File: config.mk
export PLATFORM = sky130hd
export DESIGN_NAME = cop0_intctl_flat
export DESIGN_NICKNAME = d
export VERILOG_FILES = /design/src/rtl/cop0_intctl_if.sv /design/src/rtl/cop0_intctl.sv /design/src/flat_wrapper.sv
export SDC_FILE = /design/constraint.sdc
export NUM_CORES = 1
export LEC_CHECK = 0
export BUFFER_PORTS_ARGS = -buffer_cell sky130_fd_sc_hd__buf_2
export CAP_MARGIN = 20
export CORE_ASPECT_RATIO = 1.5
export CORE_MARGIN = 8
export CORE_UTILIZATION = 40
export DETAILED_ROUTE_END_ITERATION = 10
export GPL_TIMING_DRIVEN = 1
export PLACE_DENSITY = 0.72
export SLEW_MARGIN = 20
export SYNTH_ARGS = -nofsm -noshare
export SYNTH_HDL_FRONTEND = slang
export SYNTH_SLANG_ARGS = --single-unit
File: constraint.sdc
create_clock -name SYSCLK -period 3.8 [get_ports SYSCLK]
set_input_delay 0.19 -clock SYSCLK [delete_from_list [all_inputs] [get_ports SYSCLK]]
set_output_delay 0.19 -clock SYSCLK [all_outputs]
set_load 0.02 [all_outputs]
File: src/rtl/cop0_intctl_if.sv
// Bus between the COP0 interrupt controller and its surroundings: raw
// hardware requests, mask/enable state, software strobes and acknowledge
// go in; pending vector, request, vector and lost-edge count come out.
interface cop0_intctl_if #(
   parameter int N_HW  = 6,
   parameter int N_SW  = 2,
   parameter int VEC_W = 3,
   parameter int CNT_W = 8
);
   logic [N_HW-1:0]      INTREQN;
   logic [N_HW-1:0]      CFG_EDGE;
   logic [N_HW+N_SW-1:0] CP0_IM_W_R;
   logic                 IEC_W_R;
   logic                 CP0_JCTRLDM_M_R;
   logic                 CLMI_RHOLD;
   logic [N_SW-1:0]      SWSET_W;
   logic [N_SW-1:0]      SWCLR_W;
   logic                 ACK_M;
   logic                 CNTCLR;
   logic [N_HW+N_SW-1:0] IP_R;
   logic                 INT_M_R;
   logic [VEC_W-1:0]     INTVEC_M_R;
   logic [CNT_W-1:0]     LOSTCNT_R;

   // Driver side: pipeline / test environment.
   modport master (
      output INTREQN, CFG_EDGE, CP0_IM_W_R, IEC_W_R, CP0_JCTRLDM_M_R,
             CLMI_RHOLD, SWSET_W, SWCLR_W, ACK_M, CNTCLR,
      input  IP_R, INT_M_R, INTVEC_M_R, LOSTCNT_R
   );

   // Controller side.
   modport slave (
      input  INTREQN, CFG_EDGE, CP0_IM_W_R, IEC_W_R, CP0_JCTRLDM_M_R,
             CLMI_RHOLD, SWSET_W, SWCLR_W, ACK_M, CNTCLR,
      output IP_R, INT_M_R, INTVEC_M_R, LOSTCNT_R
   );
endinterface

File: src/rtl/cop0_intctl.sv
// COP0 interrupt controller: synchronises active-low hardware requests,
// keeps per-line level/edge pending state plus software bits, and
// produces the registered request and priority vector for M stage.
// Edge requests arriving on an already-pending line are counted.
module cop0_intctl #(
   parameter int N_HW        = 6,
   parameter int N_SW        = 2,
   parameter int SYNC_STAGES = 2,
   parameter int VEC_W       = 3,
   parameter int CNT_W       = 8
) (
   input  logic          SYSCLK,
   input  logic          RESET1,
   cop0_intctl_if.slave  bus
);
   localparam int N_TOT = N_HW + N_SW;

   logic [N_HW-1:0]  sync_q [SYNC_STAGES];
   logic [N_HW-1:0]  req_d_q;
   logic [N_HW-1:0]  req_s;
   logic [N_HW-1:0]  rise;
   logic [N_HW-1:0]  lost;
   logic [N_TOT-1:0] ip_q, ip_d;
   logic [N_TOT-1:0] clr;
   logic [N_TOT-1:0] masked;
   logic             int_q, int_d;
   logic [VEC_W-1:0] vec_q, vec_d;
   logic [CNT_W-1:0] cnt_q, cnt_d;
   logic [CNT_W:0]   cnt_sum;
   logic             ack;

   assign req_s  = sync_q[SYNC_STAGES-1];
   assign rise   = req_s & ~req_d_q;
   // An acknowledge only counts when a request was actually presented and
   // the pipeline is not holding.
   assign ack    = bus.ACK_M & int_q & ~bus.CLMI_RHOLD;
   assign clr    = ack ? (N_TOT'(1) << vec_q) : '0;
   assign masked = ip_q & bus.CP0_IM_W_R;

   // Next pending vector and lost-edge detection per line.
   always_comb begin
      // NOTE: every output of a combinational block gets a default first, so no path leaves it unassigned and infers a latch.
      ip_d = '0;
      lost = '0;
      for (int i = 0; i < N_HW; i++) begin
         if (bus.CFG_EDGE[i]) begin
            // A rise coinciding with a matching clear keeps the bit set.
            ip_d[N_SW+i] = rise[i] | (ip_q[N_SW+i] & ~clr[N_SW+i]);
            lost[i]      = rise[i] & ip_q[N_SW+i] & ~clr[N_SW+i];
         end else begin
            ip_d[N_SW+i] = req_s[i];
         end
      end
      // Set dominates both the software clear and an acknowledge.
      ip_d[N_SW-1:0] = bus.SWSET_W | (ip_q[N_SW-1:0] & ~bus.SWCLR_W & ~clr[N_SW-1:0]);
   end

   // Saturating lost-edge counter, clear taking priority.
   always_comb begin
      cnt_sum = {1'b0, cnt_q};
      for (int i = 0; i < N_HW; i++) begin
         cnt_sum = cnt_sum + (CNT_W+1)'(lost[i]);
      end
      if (bus.CNTCLR) begin
         cnt_d = '0;
      end else if (cnt_sum[CNT_W]) begin
         cnt_d = '1;
      end else begin
         cnt_d = cnt_sum[CNT_W-1:0];
      end
   end

   // Request and highest-priority vector, frozen while the pipeline holds.
   always_comb begin
      int_d = int_q;
      vec_d = vec_q;
      if (!bus.CLMI_RHOLD) begin
         int_d = bus.IEC_W_R & ~bus.CP0_JCTRLDM_M_R & (|masked);
         vec_d = '0;
         for (int i = 0; i < N_TOT; i++) begin
            if (masked[i]) vec_d = VEC_W'(i);
         end
      end
   end

   // State registers: synchroniser chain, edge history, pending, outputs.
   always_ff @(posedge SYSCLK or posedge RESET1) begin
      if (RESET1) begin
         for (int s = 0; s < SYNC_STAGES; s++) sync_q[s] <= '0;
         req_d_q <= '0;
         ip_q    <= '0;
         int_q   <= 1'b0;
         vec_q   <= '0;
         cnt_q   <= '0;
      end else begin
         // NOTE: sequential state uses non-blocking assignments so every flop samples pre-edge values regardless of statement order.
         sync_q[0] <= ~bus.INTREQN;
         for (int s = 1; s < SYNC_STAGES; s++) sync_q[s] <= sync_q[s-1];
         req_d_q <= req_s;
         ip_q    <= ip_d;
         int_q   <= int_d;
         vec_q   <= vec_d;
         cnt_q   <= cnt_d;
      end
   end

   assign bus.IP_R       = ip_q;
   assign bus.INT_M_R    = int_q;
   assign bus.INTVEC_M_R = vec_q;
   assign bus.LOSTCNT_R  = cnt_q;
endmodule

File: src/flat_wrapper.sv
// flat-port wrapper written by rule: the top's interface ports become plain ports
module cop0_intctl_flat 
#(
   parameter int N_HW        = 6,
   parameter int N_SW        = 2,
   parameter int SYNC_STAGES = 2,
   parameter int VEC_W       = 3,
   parameter int CNT_W       = 8
)
  (SYSCLK, RESET1, bus_INTREQN, bus_CFG_EDGE, bus_CP0_IM_W_R, bus_IEC_W_R, bus_CP0_JCTRLDM_M_R, bus_CLMI_RHOLD, bus_SWSET_W, bus_SWCLR_W, bus_ACK_M, bus_CNTCLR, bus_IP_R, bus_INT_M_R, bus_INTVEC_M_R, bus_LOSTCNT_R);
  cop0_intctl_if #(.N_HW(N_HW), .N_SW(N_SW), .VEC_W(VEC_W), .CNT_W(CNT_W)) bus_i ();
  input  logic SYSCLK;
  input  logic RESET1;
  input wire logic [$bits(bus_i.INTREQN)-1:0] bus_INTREQN;
  input wire logic [$bits(bus_i.CFG_EDGE)-1:0] bus_CFG_EDGE;
  input wire logic [$bits(bus_i.CP0_IM_W_R)-1:0] bus_CP0_IM_W_R;
  input wire logic [$bits(bus_i.IEC_W_R)-1:0] bus_IEC_W_R;
  input wire logic [$bits(bus_i.CP0_JCTRLDM_M_R)-1:0] bus_CP0_JCTRLDM_M_R;
  input wire logic [$bits(bus_i.CLMI_RHOLD)-1:0] bus_CLMI_RHOLD;
  input wire logic [$bits(bus_i.SWSET_W)-1:0] bus_SWSET_W;
  input wire logic [$bits(bus_i.SWCLR_W)-1:0] bus_SWCLR_W;
  input wire logic [$bits(bus_i.ACK_M)-1:0] bus_ACK_M;
  input wire logic [$bits(bus_i.CNTCLR)-1:0] bus_CNTCLR;
  output wire logic [$bits(bus_i.IP_R)-1:0] bus_IP_R;
  output wire logic [$bits(bus_i.INT_M_R)-1:0] bus_INT_M_R;
  output wire logic [$bits(bus_i.INTVEC_M_R)-1:0] bus_INTVEC_M_R;
  output wire logic [$bits(bus_i.LOSTCNT_R)-1:0] bus_LOSTCNT_R;
  assign bus_i.INTREQN = bus_INTREQN;
  assign bus_i.CFG_EDGE = bus_CFG_EDGE;
  assign bus_i.CP0_IM_W_R = bus_CP0_IM_W_R;
  assign bus_i.IEC_W_R = bus_IEC_W_R;
  assign bus_i.CP0_JCTRLDM_M_R = bus_CP0_JCTRLDM_M_R;
  assign bus_i.CLMI_RHOLD = bus_CLMI_RHOLD;
  assign bus_i.SWSET_W = bus_SWSET_W;
  assign bus_i.SWCLR_W = bus_SWCLR_W;
  assign bus_i.ACK_M = bus_ACK_M;
  assign bus_i.CNTCLR = bus_CNTCLR;
  assign bus_IP_R = bus_i.IP_R;
  assign bus_INT_M_R = bus_i.INT_M_R;
  assign bus_INTVEC_M_R = bus_i.INTVEC_M_R;
  assign bus_LOSTCNT_R = bus_i.LOSTCNT_R;
  cop0_intctl #(.N_HW(N_HW), .N_SW(N_SW), .SYNC_STAGES(SYNC_STAGES), .VEC_W(VEC_W), .CNT_W(CNT_W)) u_core (.SYSCLK(SYSCLK), .RESET1(RESET1), .bus(bus_i));
endmodule
==> summary.md <==
| Metric | Value |
|---|---|
| Status | finished, violations left |
| Failing checks | hold timing |
| DP Area | 0.00200 mm2 |
| Peak supply drop | 298 uV |
| Pwr per Cell Area | 474 mW/mm2 |
| Avg Cell Area, Syn | 11.0 um2 |
| Part of the cycle the worst path needs | 0.929 |
| DR iter-0 viols | 55 |
| Die width | between 60 and 70 um |
| Layout overhead on the synthesized area | 26.3% |
| Synthesis-stage register bit count | 38 |
| Warnings, synthesis | 0 |
| CP Max Fanout | 7 |
| Required time of the critical path | 4010 ps |
| CTS tree | done |
| Hold crit path type | in2async |
| Relative slew slack | 0.686 |
| DRT Pass-1 Iters | 4 |
| Post-Syn Nets | 193 |
| CTS Root Cell | clkbuf_8 |
| Hold slack | -2.41 ps |
| Final Hold Fails | 3 |
| Fin crit period | about 3500 ps |
| Synth cell types | 38 |
| Drt drc | 0 |
| Overall routing resource usage | 0.110 |
| Max_cap viols | 0 |
| Final clock skew | about 3.2 ps |
| IO buf count | 50 |
| Final instance area | between 0.002 and 0.0025 mm2 |
| CTS H-tree depth | 2 |
| Routed wire length | 3690 um |
| Final Non-Filler Cells | 258 |
| # fillers | about 390 |
| Vias per cell | 4.95 |
| FMAX | 283 MHz |
| Static Leak | 1.09 nW |
| Final setup margin | approximately 270 ps |
| Clk pin slew, worst setup/hold paths | 70 ps |
| Die Footprint | ~0.0066 mm2 |
| Final Power | 1.02 mW |
| Post-CTS setup buffer count | 0 |
| Setup violators final | 0 |
| Placed Cells | 250 |
| Placer Congestion | 0.806 |
| Pin count of the biggest net entering global routing | 39 |
| Row count | 29 |
| Worst-margin pin slew | 472 ps |
| Critical Path Source Type | flop |
| Max-slew violations | 0 |
| DR WL/cell | 14.3 um |
| CP endpoint kind | flop |
| I/O pins | 51 |
| First-pass GRT wire length | 5890 um |
| Sequential share of the synthesized area | 0.558 |
| Core area | 0.00417 mm2 |
| # nets final | 249 |
| Insertion delay to the later sink of the worst-skew pair | 290 ps |
| RSZ-0062 raised after global routing | no |
| ANT nets after route | 0 |
| Cell Area, Synth | about 0.0017 mm2 |
| Max clock buf depth | 2 |
| Post-DP HPWL | between 2000 and 3000 um |
| Critical setup path kind | reg2reg |
| Setup TNS | 0 ps |
| Cts bufs inserted | 5 |
| Initial antenna violation count | 0 |
| Overflow after GRT | 0 |
| Dpl ws | 244 ps |
| Hold Buf Count CTS | 0 |
| N_diodes | 0 |
| Util after Layout | 0.516 |
| Detailed-route via count | about 1300 |
| Initial Util | 0.408 |
| Mapped Cells | 155 |
| Clk sinks | 38 |
| Share of layout cells above drive strength 1 | 0.335 |
| Die height | approximately 96 um |
| WP data arrival | 3740 ps |
| Vias in the first global route | 1285 |
| Post-CTS Resized | 0 |
## power breakdown
group          total (mW)  switching [mW]  internal (mW)
registers           0.458          0.0255          0.433
logic               0.141          0.0841         0.0572
clock network       0.420           0.140          0.280
## synthesized netlist by cell type
cell	instances	area share
a31oi_1	1	0.0037
a32oi_1	1	0.0051
nand3b_1	5	0.022
nand3_2	1	0.0059
mux2_2	1	0.0066
nor2b_2	1	0.0051
nor2_1	6	0.013
o21ai_2	1	0.0051
buf_1	1	0.0022
nand2_1	23	0.051
nand2b_1	2	0.0073
mux2i_1	2	0.012
a22oi_1	2	0.0088
o21ai_0	2	0.0059
a31o_2	1	0.0051
a21o_1	5	0.022
nand3_1	2	0.0059
nor3_1	1	0.0029
buf_6	1	0.0066
nor2b_1	2	0.0073
nand4b_1	1	0.0051
fa_1	4	0.047
nor2_2	1	0.0037
and4b_4	1	0.0081
nand4_1	1	0.0037
ha_1	3	0.022
xnor2_1	3	0.015
a21oi_1	17	0.050
nor3_2	1	0.0059
a32o_1	1	0.0059
a211oi_1	1	0.0044
nor3b_2	1	0.0073
inv_1	16	0.035
dfrtp_1	38	0.56
a211oi_2	1	0.0073
a31o_1	1	0.0051
and3_1	2	0.0073
and4_1	1	0.0051
## cell usage in the layout, fill, tap and decap left out, types with 2 or more instances in the layout
master,count
nand2_1,23
ha_1,3
dfrtp_1,37
nor2_1,6
a22oi_1,2
and3_1,2
o21ai_0,2
nor2b_1,2
clkbuf_8,6
a21oi_1,16
bufinv_16,2
nand2b_1,2
xnor2_1,3
nand3b_1,5
a21o_1,5
inv_1,16
buf_2,50
fa_1,4
mux2i_1,2
nand3_1,2
## layout make-up
cell class	count	area [um2]	area share
Clock buffer	6	82.6	0.0384
Tap cell	46	57.6	0.0267
Timing Repair Buffer	51	258	0.120
Inverter	16	60.1	0.0279
Sequential cell	38	952	0.442
Multi-Input combinational cell	99	682	0.317
Clock inverter	2	60.1	0.0279
## state kept, by name (all words and copies together), names as in the netlist
signal                 flops
u_core.bus.INTVEC_M_R      3
u_core.bus.INT_M_R         1
u_core.sync_q              6
u_core.bus.LOSTCNT_R       8
u_core.req_d_q             6
u_core.req_s               6
u_core.bus.IP_R            8
## worst max-delay path, stage by stage (launching register included)
cell and delay, ps:
dfrtp_2 450, nor2b_1 160, a21oi_1 190, nand3b_1 140
fa_1 570, inv_1 60, fa_1 490, inv_1 60
fa_1 440, inv_1 80, fa_1 230, a21oi_2 90
nor2b_2 170, nand3_2 150, a21oi_1 180
## layer usage
metal | GRT usage | up-vias | wire length [um]
met5 | 0 | - | 0
li1 | - | 636 | -
met3 | 0.0464 | 6 | 241
met2 | 0.184 | 40 | 1860
met1 | 0.119 | 594 | 1530
met4 | 0.0515 | 0 | 60
## path summary, 6_finish.rpt
| check | from | end | slack (ps) | cells past startpoint |
|---|---|---|---|---|
| max | u_core.bus.INTVEC_M_R[1]$_DFFE_PP0N_ | u_core.bus.LOSTCNT_R[1]$_DFF_PP0_ | 270 | 14 |
| min | RESET1 | u_core.sync_q[7]$_DFF_PP0_ | -2 | 3 |
| max reg2reg | u_core.bus.INTVEC_M_R[1]$_DFFE_PP0N_ | u_core.bus.LOSTCNT_R[1]$_DFF_PP0_ | 270 | 14 |
| min reg2reg | u_core.sync_q[6]$_DFF_PP0_ | u_core.req_s[0]$_DFF_PP0_ | 350 | 0 |
| max in group asynchronous | RESET1 | u_core.bus.INTVEC_M_R[1]$_DFFE_PP0N_ | 3450 | 3 |
| min in group SYSCLK | bus_INTREQN[2] | u_core.sync_q[8]$_DFF_PP0_ | 30 | 2 |
## cell families after synthesis
| kind of cell | after synthesis | share of synthesized area |
|---|---|---|
| and+or+nand+nor | 52 | 0.167 |
| muxes | 3 | 0.0184 |
| AOI/OAI and AO/OA | 34 | 0.128 |
| buffers and inverters | 18 | 0.0441 |
| DFF | 38 | 0.558 |
| adders and majority gates | 7 | 0.0690 |
| xor gates and xnor gates | 3 | 0.0154 |
Power figures use the tool's default switching activity.
